--- src/rtl/palindrome_builder.sv ---
// palindrome_builder: bit-serial mirror of a HALF-bit seed into a WIDTH-bit palindrome
// Ports: clk, reset (sync, active-high); in_valid/in_ready/seed_in seed handshake;
//   out_valid/out_ready/out_data result handshake; busy while building;
//   check_ok (only with PAL_SELFCHECK_EN) flags that out_data is a true palindrome.
module palindrome_builder #(
  parameter int WIDTH = 32,
  localparam int HALF = WIDTH / 2
) (
  input  logic             clk,
  input  logic             reset,
  input  logic             in_valid,
  output logic             in_ready,
  input  logic [HALF-1:0]  seed_in,
  output logic             out_valid,
  input  logic             out_ready,
  output logic [WIDTH-1:0] out_data,
  output logic             busy
`ifdef PAL_SELFCHECK_EN
  ,
  output logic             check_ok
`endif
);
  localparam int CW = $clog2(HALF);
  typedef enum logic [1:0] {IDLE, BUILD, DONE} state_t;
  state_t state, state_nxt;
  logic [CW-1:0] cnt;
  logic [HALF-1:0] shift;
  logic [WIDTH-1:0] work, work_nxt, lo, hi;
  logic last;
  assign in_ready = state == IDLE;
  assign busy = state == BUILD;
  assign out_valid = state == DONE;
  always_comb begin
    lo = WIDTH'(1) << cnt;
    hi = {1'b1, {(WIDTH-1){1'b0}}} >> cnt;
    work_nxt = shift[0] ? (work | lo | hi) : (work & ~(lo | hi));
    last = cnt == CW'(HALF - 1);
    state_nxt = state == IDLE  ? (in_valid ? BUILD : IDLE) :
                state == BUILD ? (last ? DONE : BUILD) :
                state == DONE  ? (out_ready ? IDLE : DONE) : IDLE;
  end
  always_ff @(posedge clk)
    if (reset) state <= IDLE;
    else state <= state_nxt;
`ifdef PAL_SELFCHECK_EN
  logic pal_ok;
  always_comb begin
    pal_ok = 1'b1;
    for (int i = 0; i < HALF; i++) pal_ok = pal_ok & (work_nxt[i] ~^ work_nxt[WIDTH-1-i]);
  end
  always_ff @(posedge clk)
    if (reset) check_ok <= 1'b0;
    else if (state == BUILD && last) check_ok <= pal_ok;
`endif
  always_ff @(posedge clk) begin
    if (reset) begin
      cnt <= '0;
      shift <= '0;
      work <= '0;
      out_data <= '0;
    end else if (state == IDLE && in_valid) begin
      shift <= seed_in;
      work <= '0;
      cnt <= '0;
    end else if (state == BUILD) begin
      shift <= shift >> 1;
      work <= work_nxt;
      cnt <= last ? '0 : cnt + CW'(1);
      if (last) out_data <= work_nxt;
    end
  end
endmodule

--- config.mk ---
export PLATFORM = sky130hd
export DESIGN_NAME = palindrome_builder
export DESIGN_NICKNAME = d
export VERILOG_FILES = /design/src/rtl/palindrome_builder.sv
export SDC_FILE = /design/constraint.sdc
export NUM_CORES = 1
export LEC_CHECK = 0
export CORE_MARGIN = 2
export CORE_UTILIZATION = 53
export CTS_CLUSTER_DIAMETER = 40
export DETAILED_ROUTE_END_ITERATION = 8
export GPL_TIMING_DRIVEN = 0
export PLACE_DENSITY = 0.79
export SLEW_MARGIN = 25
export SYNTH_ARGS = -nofsm -noshare
export SYNTH_HDL_FRONTEND = slang
export SYNTH_SLANG_ARGS = --single-unit
--- constraint.sdc ---
create_clock -name clk -period 1.9 [get_ports clk]
set_clock_uncertainty 0.1 [all_clocks]
set_input_delay 0.285 -clock clk [delete_from_list [all_inputs] [get_ports clk]]
set_output_delay 0.285 -clock clk [all_outputs]
set_load 0.02 [all_outputs]
==> flow_summary.yaml, run 1 <==
clocking:
  clk_pin_slew_ps: 80
  clockBufferDepth: 2
  cts.sink_count: 86
  cts_made_buffers: 9
  cts_tree: "built"
  worstSkewPairLatency_ps: 350
  clockRootBuffer: "clkbuf_8"
  htree_levels: 3
  postCtsHoldBufs: 0
critical_path:
  crit_start: "state[1]"
  end_kind: "output pin"
  crit_path_start_kind: "flop"
  ff2ff_setup_slack_ps: 100
  timing.rr.end: "out_data[21]"
  endpoint: "busy"
  critical_path_class: "flop to output pin"
  arrival_ps: 1480
  critical_path_peak_fanout: 18
  worstPathRequired_ps: 1510
  reg2reg_from: "cnt[0]"
  ff2ff_path_depth: 6
timing:
  setup_viol: 0
  finalCriticalPeriod_ps: 1860
  slew_violations: 0
  hold_viol: 0
  max_freq_mhz: 537
  fin_crit_sh_pct: 97.9
  hold_ws_ps: 358
  tightest_slew_ps: 591
  relSlewSlack_pct: 60.4
  setup_tns_ps: 0
layout:
  seq_area_sq_mm: 0.00173
  fin_nets: 495
  utilization_pct: 69.0
  fillCellCount: 520
  syn2layout_area_growth_pct: 24.3
  layout-drive-gt1-share_pct: 12.5
  final_common_cell: "a21oi_1"
  final_cell_mix: "a21oi_1 (84), dfxtp_1 (81), clkdlybuf4s50_1 (51), o21ai_0 (36), nand2_1 (23)"
  multi_input_area_sq_mm: 0.00163
  diodes: 0
logic_synthesis:
  synth_nets: 431
  syn-mean-instance-area_sq_um: 8.80
  synthMuxAreaShare_pct: 1.68
  seq_area_frac_synth_pct: 48.3
  ys_types: 33
  synthSimpleGateAreaFrac_pct: 14.7
  synth-warning-count: 0
  synth_top_family_by_area: "compound AO/OA/AOI/OAI gates"
  netlist_instances: 405
  synth_fa_ha_area_share_pct: 2.11
  synth_compound_area_share_pct: 26.6
  ys_ff_latch: 86
  syn_area_sq_mm: 0.00356
  synthXorXnorAreaFrac_pct: 0
power:
  powerDensity_mw_per_mm2: 768
  power_mw: 3.40
  p_leak_nw: 1.49
  peakVddDrop_v: 0.000493
routing:
  ant_nets: 0
  vias_per_cell: 5.97
  drt_iter0_markers: 200
  drc: 0
  first_pass_iters: 7
  wl_microns: 8840
  vias: 3283
  wl_per_cell_microns: 16.1
global_route:
  first_global_vias: 3099
  grt_pass1_wl_microns: 14600
  grt_usage_pct: 24.9
  grt_antenna_before_repair: 0
  grt_overflow: 0
  grt_max_degree: 19
place:
  port_buffers: 53
  dpl.hpwl_microns: 6190
  gp_congestion: 0.816
floorplan:
  row_count: 29
  coreArea_sq_mm: 0.00642
  io_pins: 55
  chipHeight_microns: 86.0
  dieArea_sq_mm: 0.00740
  start_util_pct: 55.5
  die_x_microns: 86.0
run_status:
  status: "complete, no violations"
flow_run:
  maxCapViolCount: 0
hold_path:
  hp-class: "flop to flop"
  hold_depth: 2
-- report_power, final --
part	switching [mW]	internal, mW	total, mW
clock	0.615	0.627	1.24
combinational	0.183	0.118	0.301
sequential	0.0239	1.84	1.86
-- logic make-up (layout without fill, tap and decap cells) --
logic type	after synthesis	count (layout)
AOI/OAI and AO/OA	167	167
buffers and inverters	47	115
muxes	6	6
DFF	86	86
and+or+nand+nor	93	93
adders and majority gates	6	6
-- critical path: stages, from the launching register on --
cell and delay [ps]:
dfxtp_2 390, nand2b_1 120, buf_4 220, clkinv_8 120, clkdlybuf4s15_2 270
-- cells in the mapped netlist --
master,instances,area [sq um]
ha_1,6,75.1
nand4b_1,1,8.76
nor3b_2,1,12.5
inv_2,1,3.75
or3b_1,2,17.5
buf_4,7,52.6
buf_1,1,3.75
nor2b_1,1,6.26
or3_1,11,68.8
a21oi_1,85,425
nand2b_1,4,25.0
and3b_1,2,17.5
o21ai_1,6,30.0
and4b_1,1,10.0
mux2i_1,6,60.1
nand3_1,6,30.0
a211oi_1,20,150
or2_1,1,6.26
nand4_1,18,113
o21ai_0,37,185
buf_2,13,65.1
buf_6,2,22.5
o21bai_1,1,7.51
nand2_1,23,86.3
and3_1,3,18.8
inv_1,7,26.3
a211oi_2,3,37.5
nand3b_1,7,52.6
a22oi_1,15,113
clkbuf_1,16,60.1
or3b_4,1,11.3
nor2_1,11,41.3
dfxtp_1,86,1720
-- metrics by stage --
stage / instances / cell area [sq um] / setup WS [ps]
final: 550 / 4430 / 39.0
after global routing: 550 / 4430 / -1.54
after CTS: 549 / 4390 / 6.18
after detailed placement: 535 / 4190 / -256
after global placement: 535 / 4190 / -251
after floorplan: 405 / 3560 / 198
-- area by class of cell --
type                       count  area share (%)
sequential                    86            39.0
buffer                        38            4.80
timing repair buffer          54            12.1
inverter                       8           0.960
multi-input combinational    272            36.7
clock buffer                  10            3.11
clock inverter                 5            1.13
tap                           77            2.17
-- worst min path at each step --
stage                 from        end  slack, ps
6_report          shift[7]   shift[7]        360
5_1_grt           shift[7]   shift[7]        380
4_1_cts           shift[7]   shift[7]        360
3_5_place_dp      shift[7]   shift[7]        350
3_3_place_gp      shift[4]   shift[4]        340
2_1_floorplan  seed_in[15]  shift[15]        320
-- registers in the layout (all words and copies together), names as in the netlist --
name / count
out_data: 32
work: 32
shift: 16
state: 2
cnt: 4
-- timing repair --
item / 4_1_cts / 5_1_grt
buffers inserted: 0 / 1
pin swaps: 0 / 1
gates cloned: 0 / 0
setup endpoints to repair: 23 / 33
gates resized for setup: 11 / 23
-- layer usage --
metal  track usage, %  routed length [microns]
met3             3.75                      451
met5                0                        0
met1             31.8                     3930
met4             11.0                      134
met2             41.6                     4320
Note: power is estimated with default switching activity, not from simulation.
==> run 2, diff against run 1 <==
CORE_UTILIZATION = 55   (was 53)
CTS_BUF_LIST = sky130_fd_sc_hd__clkbuf_8   (was default)
PLACE_DENSITY = 0.81   (was 0.79)
==> flow_summary.yaml, run 2 (same netlist as run 1, synthesis figures left out) <==
timing:
  hold_ws_ps: 358
  setup_viol: 0
  max_freq_mhz: 548
  hold_viol: 0
  tightest_slew_ps: 570
  layout_setup_ws_ps: 74.2
  setup_tns_ps: 0
  relSlewSlack_pct: 61.8
  finalCriticalPeriod_ps: 1830
  fin_crit_sh_pct: 96.1
  slew_violations: 0
  rsz0062_at_grt: "false"
global_route:
  grt_overflow: 0
  grt_pass1_wl_microns: 14700
  grt_max_degree: 19
  grt_usage_pct: 25.5
  first_global_vias: 3095
  grt_antenna_before_repair: 0
critical_path:
  crit_path_start_kind: "flop"
  critical_path_class: "flop to output pin"
  critPathSlowestCell: "clkdlybuf4s50_1"
  slowest_delay_ps: 600
  worstPathRequired_ps: 1510
  worstPathCellList: "nor2_1 > clkdlybuf4s50_1"
  critical_path_peak_fanout: 7
  arrival_ps: 1440
  end_kind: "output pin"
routing:
  drt_iter0_markers: 154
  vias: 3313
  ant_nets: 0
  first_pass_iters: 4
  wl_met1_microns: 3930
  wl_met3_microns: 410
  wl_per_cell_microns: 16.0
  wl_met2_microns: 4340
  vias_per_cell: 6.01
  routed.top_layer: "met4"
  wl_microns: 8840
  drc: 0
layout:
  largest_registers: "out_data x32, work x32, shift x16"
  layout-drive-gt1-share_pct: 12.0
  fin_nets: 495
  utilization_pct: 70.4
  diodes: 0
  fillCellCount: 536
  syn2layout_area_growth_pct: 24.6
  final_cells: 551
  final_cell_mix: "a21oi_1 (84), dfxtp_1 (82), clkdlybuf4s50_1 (51), o21ai_0 (37), nand2_1 (23)"
  seq_area_sq_mm: 0.00173
  stdcell_area_sq_mm: 0.00444
  final_common_cell: "a21oi_1"
  multi_input_area_sq_mm: 0.00163
clocking:
  clockRootBuffer: "clkbuf_8"
  worstSkewPairLatency_ps: 350
  clk_pin_slew_ps: 80
  cts.sink_count: 86
  cts_made_buffers: 9
  cts_tree: "built"
  htree_levels: 3
  clockBufferDepth: 2
  postCtsHoldBufs: 0
power:
  powerDensity_mw_per_mm2: 760
  p_leak_nw: 1.50
  power_mw: 3.38
  peakVddDrop_v: 0.000570
hold_path:
  hp-class: "flop to flop"
floorplan:
  coreArea_sq_mm: 0.00631
  io_pins: 55
  row_count: 29
  dieArea_sq_mm: 0.00714
  start_util_pct: 56.5
  chipHeight_microns: 84.5
  die_x_microns: 84.5
place:
  dp_cells: 535
  gp_congestion: 0.817
  post_dp_cell_area_sq_mm: 0.00419
  place_ws_ps: -271
  dpl.hpwl_microns: 6230
  port_buffers: 53
run_status:
  status: "complete, no violations"
flow_run:
  maxCapViolCount: 0
==> run 2: changes by cell type in the layout (fill, tap and decap cells not counted), moves of 2 or more <==
cell / before / now
inv_1: 6 / 10
dfxtp_2: 5 / 3
buf_6: 2 / 4
clkinv_2: 4 / 2
==> run 2: path summary, 6_finish.rpt <==
check	startpoint	endpoint	slack [ps]	depth (start not counted)
min	shift[3]	shift[3]	360	2
max	state[0]	in_ready	70	2
min reg2reg	shift[3]	shift[3]	360	2
max reg2reg	cnt[0]	work[0]	80	6
==> run 2: timing repair <==
item	in CTS	in global routing
setup endpoints to repair	23	40
gates resized for setup	10	31
setup buffers	0	1
==> run 2: layer usage <==
| layer | track usage (%) | up-vias |
|---|---|---|
| met5 | 0 | - |
| met2 | 42.5 | 109 |
| met4 | 7.94 | 0 |
| met3 | 5.60 | 20 |
| met1 | 33.3 | 1585 |
| li1 | - | 1599 |
==> run 2: worst max-delay path: cells and delay by family, from the launching register on <==
family | cells | cell delay [ps]
simple gates | 1 | 120
buf+inv | 1 | 600
flops | 1 | 370
==> run 2: final cells by class <==
class	count	share of cell area (%)
Clock inverter	7	1.32
Timing Repair Buffer	54	12.1
Clock buffer	9	2.79
Tap cell	77	2.17
Sequential cell	86	38.9
Multi-Input combinational cell	272	36.7
Inverter	8	0.957
Buffer	38	5.04
==> run 2: where the power goes <==
group | switching (mW) | internal (mW)
registers | 0.0243 | 1.84
logic | 0.183 | 0.119
clock network | 0.625 | 0.589
total | 0.832 | 2.54
==> run 3, diff against run 2 <==
==> constraint.sdc (replaced) <==
create_clock -name clk -period 1.9 [get_ports clk]
set_clock_uncertainty 0.1 [all_clocks]
set_input_delay 0.19 -clock clk [delete_from_list [all_inputs] [get_ports clk]]
set_output_delay 0.19 -clock clk [all_outputs]
set_load 0.02 [all_outputs]
==> flow_summary.yaml, run 3 (same netlist as run 1, synthesis figures left out) <==
clocking:
  postCtsHoldBufs: 0
  clk_pin_slew_ps: 80
  htree_levels: 3
  clockRootBuffer: "clkbuf_8"
  worstSkewPairLatency_ps: 350
  cts_tree: "built"
  cts_made_buffers: 9
  clockBufferDepth: 2
  cts.sink_count: 86
place:
  post_dp_cell_area_sq_mm: 0.00419
  dpl.hpwl_microns: 6230
  gp_congestion: 0.817
  port_buffers: 53
routing:
  vias_per_cell: 5.98
  wl_per_cell_microns: 15.9
  first_pass_iters: 5
  drc: 0
  drt_iter0_markers: 161
  wl_microns: 8740
  ant_nets: 0
  vias: 3293
layout:
  largest_registers: "out_data x32, work x32, shift x16"
  layout-drive-gt1-share_pct: 12.0
  seq_area_sq_mm: 0.00173
  multi_input_area_sq_mm: 0.00163
  syn2layout_area_growth_pct: 24.0
  utilization_pct: 70.0
  fillCellCount: 537
  final_cell_mix: "a21oi_1 (84), dfxtp_1 (82), clkdlybuf4s50_1 (51), o21ai_0 (37), nand2_1 (23)"
  diodes: 0
  stdcell_area_sq_mm: 0.00442
  fin_nets: 495
  final_common_cell: "a21oi_1"
timing:
  setup_viol: 0
  setup_tns_ps: 0
  tightest_slew_ps: 551
  slew_violations: 0
  hold_viol: 0
  finalCriticalPeriod_ps: 1840
  hold_ws_ps: 299
  relSlewSlack_pct: 63.1
  rsz0062_at_grt: "false"
  max_freq_mhz: 543
  fin_crit_sh_pct: 97.0
critical_path:
  reg2reg_from: "cnt[0]"
  slowest_delay_ps: 410
  timing.rr.end: "work[0]"
  critical_path_peak_fanout: 7
  critical_path.n_buffers_inverters: 2
  critPathSlowestCell: "or3b_4"
  end_kind: "flop"
  critical_path_class: "flop to flop"
  ff2ff_setup_slack_ps: 60
  cp_top_family: "simple AND/OR/NAND/NOR gates"
  worstPathCellList: "inv_1 > ha_1 > buf_4 > or3b_4 > or3_1 > a21oi_1"
  worstPathRequired_ps: 2080
  ff2ff_path_depth: 6
  crit_path_start_kind: "flop"
  arrival_ps: 2020
power:
  p_leak_nw: 1.49
  powerDensity_mw_per_mm2: 760
  peakVddDrop_v: 0.000569
  power_mw: 3.36
global_route:
  first_global_vias: 3097
  grt_max_degree: 19
  grt_antenna_before_repair: 0
  grt_pass1_wl_microns: 14700
  grt_overflow: 0
  grt_usage_pct: 25.6
hold_path:
  min_to: "shift[15]"
  hp-class: "primary input to flop"
  hold_depth: 3
  hold_path.startpoint: "seed_in[15]"
flow_run:
  maxCapViolCount: 0
floorplan:
  io_pins: 55
  dieArea_sq_mm: 0.00714
  coreArea_sq_mm: 0.00631
  row_count: 29
  chipHeight_microns: 84.5
  die_x_microns: 84.5
  start_util_pct: 56.5
run_status:
  status: "complete, no violations"
[run 3: layout make-up]
type / instances / share of cell area [%]
Clock inverter: 7 / 1.33
Sequential cell: 86 / 39.1
Buffer: 38 / 4.98
Tap cell: 77 / 2.18
Multi-Input combinational cell: 272 / 36.9
Inverter: 8 / 0.736
Timing Repair Buffer: 54 / 12.0
Clock buffer: 9 / 2.80
[run 3: how the worst max path moves through the flow]
stage                      start            to  slack, ps  cells past startpoint
after floorplan           cnt[0]       work[0]        200                      6
after global placement    cnt[0]  out_data[28]       -180                      6
final                     cnt[0]       work[0]         60                      6
after global routing      cnt[1]      work[30]          4                      6
after CTS                 cnt[1]  out_data[24]          7                      6
after detailed placement  cnt[1]  out_data[24]       -200                      6
[run 3: power breakdown]
group          internal (mW)  leakage (nW)  switching [mW]
logic                  0.115         0.692           0.181
clock network          0.589         0.103           0.614
registers               1.84         0.698          0.0242
total                   2.54          1.49           0.819
[run 3: through the flow]
stage               setup WS, ps  instances
floorplan                    198        405
detailed placement          -196        535
global route                3.55        551
global placement            -179        535
finish                      56.9        551
CTS                         6.86        550
[run 3: per-layer routing]
layer | GRT usage [%] | wire [microns] | up-vias
met2 | 42.5 | 4300 | 99
met1 | 33.3 | 3900 | 1576
met4 | 7.94 | 158 | 0
li1 | - | - | 1600
met3 | 5.60 | 384 | 18
met5 | 0 | 0 | -
[run 3: repair_timing]
| item | 4_1_cts | 5_1_grt |
|---|---|---|
| setup buffers | 0 | 1 |
| resized for setup | 7 | 28 |
| endpoints found under the setup margin | 23 | 40 |
| pin swaps | 0 | 0 |
[run 3: worst min-delay path, delay by kind of cell]
kind,cells,cell delay [ps]
buffers and inverters,1,400
AOI/OAI and AO/OA,1,50
and+or+nand+nor,1,60
